### config.mk
export PLATFORM = sky130hd
export DESIGN_NAME = capture_seq
export DESIGN_NICKNAME = d
export VERILOG_FILES = /design/src/rtl/capture_seq.sv
export SDC_FILE = /design/constraint.sdc
export NUM_CORES = 1
export LEC_CHECK = 0
export BUFFER_PORTS_ARGS = -buffer_cell sky130_fd_sc_hd__clkbuf_2
export CORE_UTILIZATION = 50
export CTS_BUF_LIST = sky130_fd_sc_hd__clkbuf_16
export DETAILED_ROUTE_END_ITERATION = 10
export GPL_ROUTABILITY_DRIVEN = 0
export PLACE_DENSITY_LB_ADDON = 0.3
export SYNTH_ARGS = -nofsm -noshare
export SYNTH_HDL_FRONTEND = slang
export SYNTH_SLANG_ARGS = --single-unit
### constraint.sdc
create_clock -name clk -period 7 [get_ports clk]
set_input_delay 0.35 -clock clk [delete_from_list [all_inputs] [get_ports clk]]
set_output_delay 0.35 -clock clk [all_outputs]
set_load 0.01 [all_outputs]
### src/rtl/capture_seq.sv
// Command-driven capture sequencer: arm/force capture, pack samples into a byte buffer, dump over valid/ready.
// Optional dump header (0xA5, depth byte) is built when CAPTURE_HEADER_EN is defined.
module capture_seq #(
  parameter int ADDR_W     = 6,
  parameter int SAMPLE_DIV = 1
) (
  input  logic       clk,
  input  logic       rst,
  input  logic       sig,
  input  logic [7:0] cmd_data,
  input  logic       cmd_valid,
  output logic [7:0] tx_data,
  output logic       tx_valid,
  input  logic       tx_ready,
  output logic       busy,
  output logic       armed,
  output logic       done
);
  localparam int DEPTH = 1 << ADDR_W;
  localparam int DIV_W = (SAMPLE_DIV > 1) ? $clog2(SAMPLE_DIV) : 1;
  localparam logic [DIV_W-1:0] DIV_MAX = DIV_W'(SAMPLE_DIV - 1);
  localparam logic [DIV_W-1:0] DIV_TRIG = (SAMPLE_DIV > 1) ? DIV_W'(1) : DIV_W'(0);

  typedef enum logic [2:0] {S_IDLE, S_ARMED, S_CAPTURE, S_FULL, S_DUMP} state_t;
  typedef enum logic [1:0] {P_FETCH, P_LOAD, P_SEND} phase_t;

  state_t            state_q, state_d;
  phase_t            phase_q, phase_d;
  logic [ADDR_W-1:0] wptr_q, wptr_d, rptr_q, rptr_d;
  logic [6:0]        sh_q, sh_d;
  logic [2:0]        bcnt_q, bcnt_d;
  logic [DIV_W-1:0]  div_q, div_d;
  logic              sig_prev_q;
  logic [7:0]        tx_data_q, tx_data_d;
  logic              tx_valid_q, tx_valid_d;
  logic              busy_q, busy_d, armed_q, armed_d, done_q, done_d;
  logic [7:0]        mem_q [DEPTH];
  logic [7:0]        rd_q;
  logic              mem_we;
  logic [7:0]        mem_wdata;
  logic              is_a, is_f, is_d, is_r, trig;
  logic              hdr_pend;
  logic [7:0]        hdr_byte;

  assign is_a = cmd_valid && (cmd_data == 8'h41);
  assign is_f = cmd_valid && (cmd_data == 8'h46);
  assign is_d = cmd_valid && (cmd_data == 8'h44);
  assign is_r = cmd_valid && (cmd_data == 8'h52);
  assign trig = sig && !sig_prev_q;

`ifdef CAPTURE_HEADER_EN
  localparam logic [8:0] DEPTH_B = 9'(DEPTH);
  logic [1:0] hdr_q, hdr_d;

  // Header index counts 0,1 then parks at 2; cleared whenever not dumping.
  always_comb begin
    hdr_d = hdr_q;
    if (state_q != S_DUMP)
      hdr_d = 2'd0;
    else if (phase_q == P_SEND && tx_ready && hdr_q != 2'd2)
      hdr_d = hdr_q + 2'd1;
  end

  always_ff @(posedge clk or posedge rst)
    if (rst) hdr_q <= 2'd0;
    else     hdr_q <= hdr_d;

  assign hdr_pend = (hdr_q != 2'd2);
  assign hdr_byte = (hdr_q == 2'd0) ? 8'hA5 : DEPTH_B[7:0];
`else
  assign hdr_pend = 1'b0;
  assign hdr_byte = 8'h00;
`endif

  always_comb begin
    state_d    = state_q;
    phase_d    = phase_q;
    wptr_d     = wptr_q;
    rptr_d     = rptr_q;
    sh_d       = sh_q;
    bcnt_d     = bcnt_q;
    div_d      = div_q;
    tx_data_d  = tx_data_q;
    tx_valid_d = tx_valid_q;
    mem_we     = 1'b0;
    mem_wdata  = {sh_q, sig};

    case (state_q)
      S_IDLE, S_FULL: begin
        if (is_a || is_f) begin
          state_d = is_a ? S_ARMED : S_CAPTURE;
          wptr_d  = '0;
          sh_d    = '0;
          bcnt_d  = '0;
          div_d   = '0;
        end else if (is_d && state_q == S_FULL) begin
          state_d = S_DUMP;
          phase_d = P_FETCH;
          rptr_d  = '0;
        end
      end
      S_ARMED: begin
        // Trigger cycle is sample 0, so the divider is already one step along.
        if (trig) begin
          state_d = S_CAPTURE;
          sh_d    = {sh_q[5:0], 1'b1};
          bcnt_d  = 3'd1;
          div_d   = DIV_TRIG;
        end
      end
      S_CAPTURE: begin
        div_d = (div_q == DIV_MAX) ? '0 : div_q + DIV_W'(1);
        if (div_q == '0) begin
          sh_d   = {sh_q[5:0], sig};
          bcnt_d = bcnt_q + 3'd1;
          if (bcnt_q == 3'd7) begin
            mem_we = 1'b1;
            wptr_d = wptr_q + 1'b1;
            if (wptr_q == {ADDR_W{1'b1}}) state_d = S_FULL;
          end
        end
      end
      S_DUMP: begin
        case (phase_q)
          P_FETCH: phase_d = P_LOAD;
          P_LOAD: begin
            tx_data_d  = hdr_pend ? hdr_byte : rd_q;
            tx_valid_d = 1'b1;
            phase_d    = P_SEND;
          end
          default: begin
            if (tx_ready) begin
              tx_valid_d = 1'b0;
              phase_d    = P_FETCH;
              if (!hdr_pend) begin
                rptr_d = rptr_q + 1'b1;
                if (rptr_q == {ADDR_W{1'b1}}) state_d = S_FULL;
              end
            end
          end
        endcase
      end
      default: state_d = S_IDLE;
    endcase

    // Reset command overrides everything, including a same-cycle final write.
    if (is_r) begin
      state_d    = S_IDLE;
      phase_d    = P_FETCH;
      wptr_d     = '0;
      rptr_d     = '0;
      sh_d       = '0;
      bcnt_d     = '0;
      div_d      = '0;
      tx_valid_d = 1'b0;
      mem_we     = 1'b0;
    end

    busy_d  = (state_d == S_ARMED) || (state_d == S_CAPTURE) || (state_d == S_DUMP);
    armed_d = (state_d == S_ARMED);
    done_d  = (state_d == S_FULL);
  end

  always_ff @(posedge clk or posedge rst) begin
    if (rst) begin
      state_q    <= S_IDLE;
      phase_q    <= P_FETCH;
      wptr_q     <= '0;
      rptr_q     <= '0;
      sh_q       <= '0;
      bcnt_q     <= '0;
      div_q      <= '0;
      sig_prev_q <= 1'b0;
      tx_data_q  <= 8'h00;
      tx_valid_q <= 1'b0;
      busy_q     <= 1'b0;
      armed_q    <= 1'b0;
      done_q     <= 1'b0;
    end else begin
      state_q    <= state_d;
      phase_q    <= phase_d;
      wptr_q     <= wptr_d;
      rptr_q     <= rptr_d;
      sh_q       <= sh_d;
      bcnt_q     <= bcnt_d;
      div_q      <= div_d;
      sig_prev_q <= sig;
      tx_data_q  <= tx_data_d;
      tx_valid_q <= tx_valid_d;
      busy_q     <= busy_d;
      armed_q    <= armed_d;
      done_q     <= done_d;
    end
  end

  // Buffer RAM with registered read port.
  always_ff @(posedge clk) begin
    if (mem_we) mem_q[wptr_q] <= mem_wdata;
    rd_q <= mem_q[rptr_q];
  end

  assign tx_data  = tx_data_q;
  assign tx_valid = tx_valid_q;
  assign busy     = busy_q;
  assign armed    = armed_q;
  assign done     = done_q;
endmodule

==> results.sh <==
export IMPL_ys_ff_latch=560
export IMPL_htree_levels=2
export IMPL_synth_top_family_by_area="multiplexers"
export IMPL_area_growth_pct=11.6
export IMPL_cp_required_ps=7220
export IMPL_worstMarginPinSlew_ps=1330
export IMPL_crit_path_start="state_q[0]"
export IMPL_drtIter0Drc=1273
export IMPL_via_count=10700
export IMPL_cp_end_kind="flop"
export IMPL_synth_mux_area_share_pct=16.0
export IMPL_synth_xor_xnor_area_share_pct=0.0399
export IMPL_die_w_um=211
export IMPL_cts_buffers=55
export IMPL_drv_slew=0
export IMPL_setup_violations=0
export IMPL_leakagePower_nw=7.73
export IMPL_yosys_most_used_dff="edfxtp_1"
export IMPL_grt_pass1_vias=10700
export IMPL_hold_path_class="primary input to flop"
export IMPL_period_share_pct=48.6
export IMPL_finClkSkew_ps=15.4
export IMPL_rows=76
export IMPL_hold_path_depth=4
export IMPL_yosys_area_top_type="edfxtp_1"
export IMPL_portBuffers=24
export IMPL_synth_cells=1067
export IMPL_slowest_stage="nor2_1"
export IMPL_synthesis_area_um2=21900
export IMPL_drive_above_1_share_pct=25.5
export IMPL_yosys_warnings=0
export IMPL_wl_um=48400
export IMPL_fin_ws_ps=3600
export IMPL_start_kind="flop"
export IMPL_tns_ps=0
export IMPL_routedWlPerCell_um=27.8
export IMPL_dp_hpwl_um=28600
export IMPL_crit_family="simple AND/OR/NAND/NOR gates"
export IMPL_status="finished, final reports clean"
export IMPL_final_common_cell="edfxtp_1"
export IMPL_dieArea_um2=44700
export IMPL_drt_met1_wl_um=20800
export IMPL_peakVddDrop_v=0.000191
export IMPL_path_cells="nor3b_1, nand2b_1, nor2_1, nand4_1, nor2_1"
export IMPL_crit_end="mem_q[61][1]"
export IMPL_grt_use_total_pct=22.7
export IMPL_syn_nets=1084
export IMPL_cts_hold_buffers=1
export IMPL_post_cts_resized=0
export IMPL_fin_nets=1126
export IMPL_finalHoldViolations=0
export IMPL_arrival_ps=3620
export IMPL_path_buf_inv=0
export IMPL_reg2reg_depth=5
export IMPL_fmax_ghz=0.294
export IMPL_relSlewSlack_pct=11.6
export IMPL_grt_ovfl_total=0
export IMPL_reg2reg_from="state_q[0]"
export IMPL_postCtsSetupBuffers=0
export IMPL_maxCapViolCount=0
export IMPL_cts_tree="done"
export IMPL_yosys_area_top_type_share_pct=70.1
export IMPL_worstReg2RegEnd="mem_q[61][1]"
export IMPL_fp_coreArea_um2=43200
export IMPL_yosysSeqAreaShare_pct=75.4
export IMPL_wl_met2_um=22800
export IMPL_antenna_found_initial=0
export IMPL_start_util_pct=50.8
export IMPL_boundaryPins=25
export IMPL_synthArstFlopShare_pct=7.14
export IMPL_mostFrequentLayoutCells="edfxtp_1, mux4_2, nor2_1, clkbuf_16, dfrtp_1"
export IMPL_fillers=3254
export IMPL_crit_top_cell="nor2_1"
export IMPL_ys_types=53
export IMPL_slowest_delay_ps=900
export IMPL_rrSetupSlack_ps=3600
export IMPL_final_util_pct=56.7
export IMPL_synthSimpleGateAreaFrac_pct=4.27
export IMPL_clockBufferDepth=3
export IMPL_avgSynthCellArea_um2=20.5
export IMPL_rsz0062_at_grt="no"
export IMPL_period_needed_ps=3400
export IMPL_worstPathMaxFanout=12
export IMPL_antenna_left=0
export IMPL_cts_sinks=560
export IMPL_drc=0
export IMPL_synth_area_top_cells="edfxtp_1, mux4_2, dfrtp_1"
export IMPL_diodes=0
export IMPL_worstSetupPathDepth=5
export IMPL_wl_met3_um=3370
export IMPL_vias_per_cell=6.15
export IMPL_yosys_area_share_adder_pct=0.228
export IMPL_top_layer="met4"
export IMPL_first_pass_iters=5
export IMPL_clk_latency_ps=600
export IMPL_clk_pin_slew_ps=60
export IMPL_crit_type="flop to flop"
export IMPL_synth_edf_count=512
export IMPL_cts_root_buf="clkbuf_16"
export IMPL_grt_pass1_wl_um=72500
export IMPL_synth_compound_area_share_pct=2.87
export IMPL_dp_slack_ps=3570
export IMPL_die_height_um=211
export IMPL_grt_max_degree=69
export IMPL_power_density_nw_per_um2=308
==> cells by family after synthesis <==
logic type / after synthesis
AO/OA/AOI/OAI: 88
multiplexers: 164
flip-flops: 560
buffers and inverters: 58
XOR/XNOR: 1
adder cells (fa/ha/maj): 4
AND/OR/NAND/NOR: 192
==> power by group <==
group	leakage, nW	switching (mW)	internal (mW)
Sequential	5.29	0.286	4.00
Combinational	1.52	0.214	0.101
Clock	0.920	1.22	1.72
Total	7.73	1.72	5.82
==> state kept, by name, summed over array words and instances (netlist names) <==
register    flops
mem_q         512
rd_q            8
tx_data         8
sh_q            7
rptr_q          6
wptr_q          6
bcnt_q          3
state_q         3
phase_q         2
armed           1
busy            1
done            1
sig_prev_q      1
tx_valid        1
==> area by class of cell <==
type                            instances  area [um2]  share of cell area [%]
Clock inverter                         44         364                    1.49
Tap cell                              585         732                    2.99
Sequential cell                       560       16600                    67.7
Inverter                                4        15.0                  0.0614
Clock buffer                           57        1430                    5.83
Timing Repair Buffer                   39         235                   0.962
Multi-Input combinational cell        449        5130                    21.0
==> worst min-delay path, stage by stage <==
cell and delay [ps]:
clkbuf_2 110, nand2_1 60, a21oi_1 60, nor2_1 80
==> per-stage QoR <==
stage	area [um2]	hold WS, ps	instances	power, mW
final	24500	98.3	1738	7.54
after global routing	24500	103	1738	7.76
after CTS	24500	75.6	1738	7.58
after detailed placement	22700	460	1636	4.69
after global placement	22700	443	1636	4.66
after floorplan	21900	381	1067	4.42
==> worst min-delay path by stage <==
| stage | start | endpoint | slack (ps) |
|---|---|---|---|
| after CTS | tx_ready | tx_valid | 80 |
| final | tx_ready | tx_valid | 100 |
| after detailed placement | rd_q[4] | tx_data[4] | 460 |
| after floorplan | sig | sig_prev_q | 380 |
| after global routing | tx_ready | tx_valid | 100 |
| after global placement | rd_q[0] | tx_data[0] | 440 |
==> synth_stat cells (4+ instances only) <==
| cell type | count |
|---|---|
| ha_1 | 4 |
| a22o_1 | 12 |
| nor2b_1 | 9 |
| edfxtp_1 | 512 |
| nand2_1 | 26 |
| nand3b_1 | 4 |
| a21oi_1 | 15 |
| nor2_1 | 95 |
| a221oi_1 | 4 |
| nor3_1 | 7 |
| mux4_2 | 148 |
| dfxtp_1 | 8 |
| nand2b_1 | 7 |
| buf_1 | 15 |
| o21ai_0 | 15 |
| dfrtp_1 | 40 |
| inv_1 | 4 |
| mux2i_1 | 5 |
| mux2_2 | 11 |
| nand4_1 | 5 |
| or3_1 | 4 |
| buf_2 | 17 |
| a31oi_1 | 5 |
| a22oi_1 | 23 |
| nand3_1 | 9 |
| a211oi_1 | 4 |
| and2_1 | 5 |
| clkbuf_1 | 18 |
==> metal layers <==
| layer | vias to the layer above | global-route usage (%) |
|---|---|---|
| met5 | - | 0 |
| met4 | 0 | 7.30 |
| met3 | 87 | 4.44 |
| met2 | 439 | 34.6 |
| met1 | 5666 | 33.3 |
| li1 | 4499 | - |
Power figures use the tool's default switching activity.
